`config.mk`:
```
export PLATFORM = sky130hd
export DESIGN_NAME = alu_cmd_sequencer
export DESIGN_NICKNAME = d
export VERILOG_FILES = /design/src/rtl/alu_seq_pkg.sv /design/src/rtl/alu_cmd_fifo.sv /design/src/rtl/alu_cmd_sequencer.sv
export SDC_FILE = /design/constraint.sdc
export NUM_CORES = 1
export LEC_CHECK = 0
export BUFFER_PORTS_ARGS = -buffer_cell sky130_fd_sc_hd__buf_4
export CAP_MARGIN = 20
export CORE_AREA = 2 2 120 122
export CTS_BUF_LIST = sky130_fd_sc_hd__clkbuf_16
export DETAILED_ROUTE_END_ITERATION = 6
export DIE_AREA = 0 0 122 124
export PLACE_DENSITY = 0.76
export SKIP_CTS_REPAIR_TIMING = 1
export SLEW_MARGIN = 20
export SYNTH_ARGS = -nofsm -noshare
export SYNTH_HDL_FRONTEND = slang
export SYNTH_HIERARCHICAL = 1
export SYNTH_SLANG_ARGS = --single-unit
```
`constraint.sdc`:
```
create_clock -name clk_i -period 7.3 [get_ports clk_i]
set_input_delay 0.365 -clock clk_i [delete_from_list [all_inputs] [get_ports clk_i]]
set_output_delay 0.365 -clock clk_i [all_outputs]
set_load 0.01 [all_outputs]
```
`src/rtl/alu_seq_pkg.sv`:
```
// ---------------------------------------------------------------------------
// alu_seq_pkg
// Shared definitions for the TinyALU command sequencer family: the ALU opcode
// encoding, the sequencer state encoding and a helper that tells whether an
// opcode is one the ALU understands.
// No ports (package).
// ---------------------------------------------------------------------------
package alu_seq_pkg;

    localparam int OP_W = 3;

    typedef enum logic [OP_W-1:0] {
        OP_NOP = 3'd0,
        OP_ADD = 3'd1,
        OP_AND = 3'd2,
        OP_XOR = 3'd3,
        OP_MUL = 3'd4
    } alu_op_e;

    typedef enum logic [1:0] {
        ST_IDLE  = 2'd0,
        ST_ISSUE = 2'd1,
        ST_RESP  = 2'd2
    } seq_state_e;

    // Opcodes 5..7 have no ALU meaning and are answered with an error response
    function automatic logic op_is_legal(input logic [OP_W-1:0] op);
        return (op <= 3'(OP_MUL));
    endfunction

endpackage

```
`src/rtl/alu_cmd_fifo.sv`:
```
// ---------------------------------------------------------------------------
// alu_cmd_fifo
// Synchronous first-word-fall-through FIFO used to buffer ALU commands.
// Ports:
//   clk_i        - clock, rising edge
//   reset_i      - synchronous active-low reset (flushes the FIFO)
//   push_i       - write push_data_i (ignored when full)
//   push_data_i  - entry to write
//   pop_i        - drop the head entry (ignored when empty)
//   pop_data_o   - current head entry
//   full_o       - DEPTH entries stored
//   empty_o      - no entries stored
//   count_o      - number of stored entries
// ---------------------------------------------------------------------------
module alu_cmd_fifo #(
    parameter int WIDTH = 19,
    parameter int DEPTH = 4,
    localparam int PTR_W = $clog2(DEPTH),
    localparam int CNT_W = PTR_W + 1
) (
    input  logic             clk_i,
    input  logic             reset_i,
    input  logic             push_i,
    input  logic [WIDTH-1:0] push_data_i,
    input  logic             pop_i,
    output logic [WIDTH-1:0] pop_data_o,
    output logic             full_o,
    output logic             empty_o,
    output logic [CNT_W-1:0] count_o
);

    logic [WIDTH-1:0] mem_q [DEPTH];
    logic [PTR_W-1:0] wr_ptr_q, wr_ptr_d;
    logic [PTR_W-1:0] rd_ptr_q, rd_ptr_d;
    logic [CNT_W-1:0] count_q, count_d;
    logic             push_ok;
    logic             pop_ok;

    assign full_o     = (count_q == CNT_W'(DEPTH));
    assign empty_o    = (count_q == '0);
    assign count_o    = count_q;
    assign pop_data_o = mem_q[rd_ptr_q];

    // Pointers wrap naturally because DEPTH is a power of two
    always_comb begin
        push_ok  = push_i && !full_o;
        pop_ok   = pop_i && !empty_o;
        wr_ptr_d = wr_ptr_q;
        rd_ptr_d = rd_ptr_q;
        count_d  = count_q;
        if (push_ok) begin
            wr_ptr_d = wr_ptr_q + 1'b1;
        end
        if (pop_ok) begin
            rd_ptr_d = rd_ptr_q + 1'b1;
        end
        case ({push_ok, pop_ok})
            2'b10:   count_d = count_q + 1'b1;
            2'b01:   count_d = count_q - 1'b1;
            default: count_d = count_q;
        endcase
    end

    always_ff @(posedge clk_i) begin
        if (!reset_i) begin
            wr_ptr_q <= '0;
            rd_ptr_q <= '0;
            count_q  <= '0;
        end else begin
            wr_ptr_q <= wr_ptr_d;
            rd_ptr_q <= rd_ptr_d;
            count_q  <= count_d;
        end
    end

    // Storage needs no reset: the pointers and count define what is valid
    always_ff @(posedge clk_i) begin
        if (push_ok) begin
            mem_q[wr_ptr_q] <= push_data_i;
        end
    end

endmodule

```
`src/rtl/alu_cmd_sequencer.sv`:
```
// ---------------------------------------------------------------------------
// alu_cmd_sequencer
// Buffers ALU commands, drives the TinyALU start/op/A/B pin protocol, waits
// for done with a timeout and returns results on a valid/ready stream.
// Ports:
//   clk_i, reset_i              - clock, synchronous active-low reset
//   cmd_valid_i/cmd_ready_o     - command handshake (ready = FIFO not full)
//   cmd_op_i, cmd_a_i, cmd_b_i  - command opcode and operands
//   alu_start_o, alu_op_o,
//   alu_a_o, alu_b_o            - ALU BFM drive pins
//   alu_done_i, alu_result_i    - ALU completion pins
//   rsp_valid_o/rsp_ready_i     - response handshake
//   rsp_op_o, rsp_result_o,
//   rsp_err_o                   - response payload (err = timeout / illegal op)
//   issued_cnt_o                - commands driven to the ALU (wraps)
//   timeout_flag_o              - sticky timeout indicator
//   busy_o                      - work pending or in progress
// ---------------------------------------------------------------------------
module alu_cmd_sequencer
    import alu_seq_pkg::*;
#(
    parameter int DATA_W  = 8,
    parameter int DEPTH   = 4,
    parameter int TIMEOUT = 16
) (
    input  logic                clk_i,
    input  logic                reset_i,
    input  logic                cmd_valid_i,
    output logic                cmd_ready_o,
    input  logic [2:0]          cmd_op_i,
    input  logic [DATA_W-1:0]   cmd_a_i,
    input  logic [DATA_W-1:0]   cmd_b_i,
    output logic                alu_start_o,
    output logic [2:0]          alu_op_o,
    output logic [DATA_W-1:0]   alu_a_o,
    output logic [DATA_W-1:0]   alu_b_o,
    input  logic                alu_done_i,
    input  logic [2*DATA_W-1:0] alu_result_i,
    output logic                rsp_valid_o,
    input  logic                rsp_ready_i,
    output logic [2:0]          rsp_op_o,
    output logic [2*DATA_W-1:0] rsp_result_o,
    output logic                rsp_err_o,
    output logic [31:0]         issued_cnt_o,
    output logic                timeout_flag_o,
    output logic                busy_o
);

    // The command struct depends on DATA_W, so it lives here rather than in the package
    typedef struct packed {
        logic [2:0]        op;
        logic [DATA_W-1:0] a;
        logic [DATA_W-1:0] b;
    } cmd_t;

    localparam int CMD_W  = $bits(cmd_t);
    localparam int WAIT_W = $clog2(TIMEOUT);
    localparam int CNT_W  = $clog2(DEPTH) + 1;

    cmd_t             push_cmd;
    cmd_t             head_cmd;
    logic [CMD_W-1:0] head_bits;
    logic             fifo_full;
    logic             fifo_empty;
    logic [CNT_W-1:0] fifo_count;
    logic             fifo_push;
    logic             fifo_pop;

    seq_state_e          state_q, state_d;
    logic [2:0]          op_q, op_d;
    logic [DATA_W-1:0]   a_q, a_d;
    logic [DATA_W-1:0]   b_q, b_d;
    logic                start_q, start_d;
    logic [WAIT_W-1:0]   wait_q, wait_d;
    logic                rsp_valid_q, rsp_valid_d;
    logic                rsp_err_q, rsp_err_d;
    logic [2*DATA_W-1:0] rsp_result_q, rsp_result_d;
    logic [31:0]         issued_q, issued_d;
    logic                timeout_flag_q, timeout_flag_d;

    // Ready is forced low while reset is held so nothing is accepted then
    assign cmd_ready_o = reset_i && !fifo_full;
    assign fifo_push   = cmd_valid_i && cmd_ready_o;
    assign push_cmd    = '{op: cmd_op_i, a: cmd_a_i, b: cmd_b_i};
    assign head_cmd    = head_bits;

    alu_cmd_fifo #(
        .WIDTH (CMD_W),
        .DEPTH (DEPTH)
    ) u_fifo (
        .clk_i       (clk_i),
        .reset_i     (reset_i),
        .push_i      (fifo_push),
        .push_data_i (push_cmd),
        .pop_i       (fifo_pop),
        .pop_data_o  (head_bits),
        .full_o      (fifo_full),
        .empty_o     (fifo_empty),
        .count_o     (fifo_count)
    );

    assign alu_start_o    = start_q;
    assign alu_op_o       = op_q;
    assign alu_a_o        = a_q;
    assign alu_b_o        = b_q;
    assign rsp_valid_o    = rsp_valid_q;
    assign rsp_op_o       = op_q;
    assign rsp_result_o   = rsp_result_q;
    assign rsp_err_o      = rsp_err_q;
    assign issued_cnt_o   = issued_q;
    assign timeout_flag_o = timeout_flag_q;
    assign busy_o         = (state_q != ST_IDLE) || (fifo_count != '0);

    // Sequencer: pop in IDLE, hold start in ISSUE until done/timeout (NOP is a
    // single start pulse with no response), present the response in RESP.
    // The response opcode is op_q, which cannot change until the next pop.
    always_comb begin
        state_d        = state_q;
        op_d           = op_q;
        a_d            = a_q;
        b_d            = b_q;
        start_d        = start_q;
        wait_d         = wait_q;
        rsp_valid_d    = rsp_valid_q;
        rsp_err_d      = rsp_err_q;
        rsp_result_d   = rsp_result_q;
        issued_d       = issued_q;
        timeout_flag_d = timeout_flag_q;
        fifo_pop       = 1'b0;

        case (state_q)
            ST_IDLE: begin
                if (!fifo_empty) begin
                    fifo_pop = 1'b1;
                    op_d     = head_cmd.op;
                    a_d      = head_cmd.a;
                    b_d      = head_cmd.b;
                    if (op_is_legal(head_cmd.op)) begin
                        start_d  = 1'b1;
                        issued_d = issued_q + 32'd1;
                        wait_d   = '0;
                        state_d  = ST_ISSUE;
                    end else begin
                        rsp_err_d    = 1'b1;
                        rsp_result_d = '0;
                        rsp_valid_d  = 1'b1;
                        state_d      = ST_RESP;
                    end
                end
            end
            ST_ISSUE: begin
                if (op_q == OP_NOP) begin
                    start_d = 1'b0;
                    state_d = ST_IDLE;
                end else if (alu_done_i) begin
                    start_d      = 1'b0;
                    rsp_result_d = alu_result_i;
                    rsp_err_d    = 1'b0;
                    rsp_valid_d  = 1'b1;
                    state_d      = ST_RESP;
                end else if (wait_q == WAIT_W'(TIMEOUT - 1)) begin
                    start_d        = 1'b0;
                    rsp_result_d   = '0;
                    rsp_err_d      = 1'b1;
                    rsp_valid_d    = 1'b1;
                    timeout_flag_d = 1'b1;
                    state_d        = ST_RESP;
                end else begin
                    wait_d = wait_q + 1'b1;
                end
            end
            ST_RESP: begin
                if (rsp_ready_i) begin
                    rsp_valid_d = 1'b0;
                    state_d     = ST_IDLE;
                end
            end
            default: begin
                state_d = ST_IDLE;
            end
        endcase
    end

    always_ff @(posedge clk_i) begin
        if (!reset_i) begin
            state_q        <= ST_IDLE;
            op_q           <= '0;
            a_q            <= '0;
            b_q            <= '0;
            start_q        <= 1'b0;
            wait_q         <= '0;
            rsp_valid_q    <= 1'b0;
            rsp_err_q      <= 1'b0;
            rsp_result_q   <= '0;
            issued_q       <= '0;
            timeout_flag_q <= 1'b0;
        end else begin
            state_q        <= state_d;
            op_q           <= op_d;
            a_q            <= a_d;
            b_q            <= b_d;
            start_q        <= start_d;
            wait_q         <= wait_d;
            rsp_valid_q    <= rsp_valid_d;
            rsp_err_q      <= rsp_err_d;
            rsp_result_q   <= rsp_result_d;
            issued_q       <= issued_d;
            timeout_flag_q <= timeout_flag_d;
        end
    end

endmodule

```
==> results.toml, run 1 <==
[timing]
grt_setup_unrepaired = "false"
layout_min_cycle_time_ns = 3.75
tns_ns = 0
maxSlewViolCount = 0
period_share = 0.513
worstMarginPinSlew_ns = 1.05
max_freq_mhz = 267
setup_viol = 0
final_hold_viol_count = 0
slew_headroom = 0.302
finClkSkew_ns = 0.0103

[critical_path]
r2r_cells = 11
crit_type = "reg -> reg"
required_ns = 7.65
critPathCaptureType = "flip-flop"
cp.arrival_ns = 4.10
critPathLaunchType = "flip-flop"
critPathMaxFanout = 26
r2r_slack_ns = 3.55

[global_route]
grt_overflow = 0
grt_pass1_vias = 4791
grt_max_degree = 61
grt_pass1_wl_um = 23700
track_usage = 0.203
antenna_found_initial = 0

[die]
dieArea_um2 = 15100
die_w_um = 122
start_util = 0.496
fp.dieH_um = 124
io_pins = 116
core_area_um2 = 13700
num_rows = 43

[cts]
worstSkewPairLatency_ns = 0.43
clk_pin_slew_ns = 0.07
tritoncts = "built"
h-tree-depth = 4
numClockSinks = 162
clock_tree.root_cell = "clkbuf_16"
clockBufferDepth = 2
cts_made_buffers = 17

[yosys]
synth_fp_nets = 638
yosysWarnings = 6
syn_area_um2 = 6810
synth_area_leaders = "edfxtp_1, dfxtp_1, mux4_2"
synth.top_cell.area_share = 0.335
synthFlopType = "dfxtp_1"
synth_edf_count = 76
yosysMostFrequentCell = "dfxtp_1"
async_reset_ff_frac = 0
seq_area_frac_synth = 0.588
syn-instance-count = 587
syn_avg_cell_area_um2 = 11.6
synth_seq_cells = 162
yosys.area.top_type = "edfxtp_1"
netlist_top_cells_count = "dfxtp_1, edfxtp_1, nand2_1"
ys_types = 59

[layout]
diodes = 0
area_growth_pct = 22.1
drive_gt1_frac = 0.261
final_nets = 738
postLayoutCellArea_um2 = 8320

[placed_design]
dpl-instance-area_um2 = 7740
place_congestion = 0.853
portBuffers = 115
dp_hpwl_um = 9830

[detailed_routing]
drt-initial-drc-count = 300
vias = 4956
vias_per_cell = 5.63
drt_pre_antenna_iters = 5
route.detailed.drc = 0
ant_nets = 0
wl_per_cell_um = 17.0
routed_wirelength_um = 14900

[power]
leakage_nw = 2.98
power.density_nw_per_um2 = 286
max-vdd-ir-drop_mv = 0.337

[outcome]
status = "completed"

[run]
max_cap_viol_count = 0

[worst_hold_path]
holdPathStages = 1
hp-class = "in -> reg"
[power breakdown]
part | internal [W] | switching, W
sequential | 0.00101 | 0.0000426
combinational | 0.000186 | 0.000291
clock | 0.000465 | 0.000381
total | 0.00166 | 0.000715
[critical path, stage by stage, from the launching register on]
cell,delay [ns]
dfxtp_1,0.34
inv_1,0.09
ha_1,0.39
nand2b_1,0.50
inv_1,0.78
nor2b_1,0.28
ha_1,0.22
inv_1,0.06
fa_1,0.39
xor2_1,0.16
or3_1,0.30
a21boi_1,0.16
[layer usage]
metal / global-route usage / wire [um] / up-vias
li1: - / - / 2391
met1: 0.248 / 6070 / 2363
met2: 0.353 / 7670 / 180
met3: 0.0467 / 974 / 22
met4: 0.0761 / 227 / 0
met5: 0 / 0 / -
[final timing paths]
kind,endpoint,startpoint
max reg2reg,u_fifo/count_o[2],state_q[1]
max,u_fifo/count_o[2],state_q[1]
min,u_fifo/mem_q[0][7],cmd_b_i[7]
min reg2reg,timeout_flag_o,timeout_flag_o
[sequential cells by signal (all words and copies together), names as in the netlist, named ones only]
register and cells:
alu_op_o 3, rsp_result_o 16, state_q 2, alu_start_o 1, u_fifo/mem_q 76, alu_b_o 8, timeout_flag_o 1, wait_q 4
u_fifo/rd_ptr_q 2, alu_a_o 8, issued_cnt_o 32, u_fifo/count_o 3, rsp_valid_o 1, rsp_err_o 1, u_fifo/wr_ptr_q 2
[cell type report]
| class | instances | area (um2) |
|---|---|---|
| fillers | 1093 | 5400 |
| clock inverters | 14 | 115 |
| repair buffers | 121 | 908 |
| inverters | 18 | 67.6 |
| flip-flops and latches | 162 | 4000 |
| clock buffers | 18 | 450 |
| well taps | 180 | 225 |
| multi-input cells | 367 | 2550 |
[metrics by stage]
step | utilization | hold WS (ns) | instances | total power (W) | setup WS (ns)
floorplan | - | 0.456 | 587 | 0.00137 | 4.74
global placement | 0.564 | 0.452 | 847 | 0.00152 | 3.74
detailed placement | 0.564 | 0.460 | 847 | 0.00154 | 3.55
CTS | 0.605 | 0.118 | 879 | 0.00239 | 3.53
global route | 0.606 | 0.123 | 880 | 0.00248 | 3.21
finish | 0.606 | 0.136 | 880 | 0.00237 | 3.55
[cells in the final DEF (no fill, tap or decap), drive strengths merged, types with 2 or more instances in the layout]
cell type,Yosys,layout
buf,13,120
dfxtp,86,86
edfxtp,76,76
nand2,75,75
a21oi,54,54
inv,18,29
o21ai,28,28
nand4,25,25
mux4,19,19
clkbuf,27,19
mux2i,15,15
nand3,15,15
nand2b,14,14
nor4,13,13
ha,10,10
or4,10,10
nor2,9,9
and2,9,9
o31ai,9,9
xor2,8,8
and3,5,5
or3,5,5
nor3,5,5
o21a,3,3
nor2b,3,3
a22oi,3,3
and4,3,3
o31a,2,2
o32ai,2,2
a22o,2,2
a311oi,2,2
clkinvlp,0,2
a21boi,2,2
[logic make-up after synthesis]
| family | Yosys count | share of synthesized area |
|---|---|---|
| AOI/OAI and AO/OA | 116 | 0.100 |
| muxes | 34 | 0.0849 |
| buffers and inverters | 58 | 0.0389 |
| DFF | 162 | 0.588 |
| and+or+nand+nor | 197 | 0.155 |
| adders and majority gates | 11 | 0.0213 |
| xor gates and xnor gates | 9 | 0.0116 |
No activity file was read; power rests on OpenSTA's default activity.
==> run 2: changes to the inputs <==
- clock period: 7.3 -> 3.7 ns (I/O delays scaled with it)
==> results.toml, run 2 (same netlist as run 1, synthesis figures left out) <==
[global_route]
antenna_found_initial = 0
grt_max_degree = 62
use_met1 = 0.251
grt_overflow = 0
grt.busiest_layer = "met2"
grt_pass1_vias = 4711
grt_use_met2 = 0.348
grt_pass1_wl_um = 23600
grt.met3_usage = 0.0517
track_usage = 0.203

[power]
max-vdd-ir-drop_mv = 0.340
power.density_nw_per_um2 = 561
leakage_nw = 3.11
finalPower_w = 0.00482

[layout]
fillers = 1085
area_growth_pct = 26.2
largest_reg_flops = 76
postLayoutCellArea_um2 = 8590
drive_gt1_frac = 0.262
final_nets = 764
regMostFlops = "u_fifo/mem_q"
diodes = 0
most-common-layout-cells = "buf_4, dfxtp_1, edfxtp_1"
fin_util = 0.626
final_common_cell = "buf_4"

[outcome]
status = "completed"

[die]
die_w_um = 122
core_area_um2 = 13700
fp.dieH_um = 124
num_rows = 43
dieArea_um2 = 15100
start_util = 0.496
io_pins = 116

[detailed_routing]
wl_per_cell_um = 17.0
drt-initial-drc-count = 285
drt_pre_antenna_iters = 5
vias = 5049
routed_wirelength_um = 15400
ant_nets = 0
route.detailed.drc = 0
vias_per_cell = 5.57

[timing]
final_hold_viol_count = 0
setup_viol = 0
worstMarginPinSlew_ns = 1.07
grt_setup_unrepaired = "false"
finClkSkew_ns = 0.0159
slew_headroom = 0.287
tns_ns = 0
worst_slack_ns = 0.387
period_share = 0.895
layout_min_cycle_time_ns = 3.31
max_freq_mhz = 302
maxSlewViolCount = 0

[placed_design]
dp_hpwl_um = 10000
pre_cts_ws_ns = 0.359
place_congestion = 0.809
portBuffers = 115
dpl-instance-area_um2 = 7790

[cts]
h-tree-depth = 4
clock_tree.root_cell = "clkbuf_16"
numClockSinks = 162
tritoncts = "built"
cts_made_buffers = 17
clk_pin_slew_ns = 0.07
worstSkewPairLatency_ns = 0.43
clockBufferDepth = 2

[critical_path]
critPathCaptureType = "flip-flop"
r2r_cells = 6
crit_type = "reg -> reg"
required_ns = 4.05
critPathMaxFanout = 16
cp.arrival_ns = 3.66
critPathLaunchType = "flip-flop"

[run]
max_cap_viol_count = 0

[worst_hold_path]
holdPathStages = 3
hp-class = "in -> reg"
[run 2: worst max-delay path, cell delays in order (launching register included)]
cell and delay, ns:
dfxtp_1 0.58, buf_4 0.37, mux4_2 0.58, o21ai_0 0.27
nand2_1 0.50, or4_2 0.77, a21oi_1 0.15
[run 2: power breakdown]
part           leakage [nW]  switching (W)  total, W  internal (W)
Clock                 0.298       0.000805   0.00178      0.000973
Combinational          1.43       0.000582  0.000975      0.000392
Sequential             1.39      0.0000836   0.00207       0.00199
[run 2: area by class of cell]
class / count / area (um2) / share of cell area
Tap cell: 180 / 225 / 0.0262
Sequential cell: 162 / 4000 / 0.466
Clock inverter: 15 / 183 / 0.0213
Inverter: 18 / 67.6 / 0.00786
Timing Repair Buffer: 147 / 1150 / 0.134
Clock buffer: 17 / 425 / 0.0495
Multi-Input combinational cell: 367 / 2540 / 0.296
[run 2: path summary, 6_finish.rpt]
kind / from / endpoint / slack [ns]
setup reg to reg: flip-flop / issued_cnt_o[14] / 0.39
setup / recovery: flip-flop / issued_cnt_o[14] / 0.39
hold reg to reg: rsp_valid_o / rsp_valid_o / 0.46
hold / removal: alu_result_i[11] / rsp_result_o[11] / 0.03
[run 2: per-layer routing]
layer  up-vias  share of wire  routed length [um]
met5         -              0                   0
met4         0          0.011                 171
met3        15          0.055                 853
met2       162           0.51                7900
met1      2440           0.42                6510
li1       2432              -                   -
[run 2: stage by stage]
stage | hold WS (ns) | instances
4_1_cts | -0.0593 | 886
3_3_place_gp | 0.384 | 854
2_1_floorplan | 0.284 | 587
5_1_grt | 0.0233 | 906
3_5_place_dp | 0.389 | 854
6_report | 0.0282 | 906
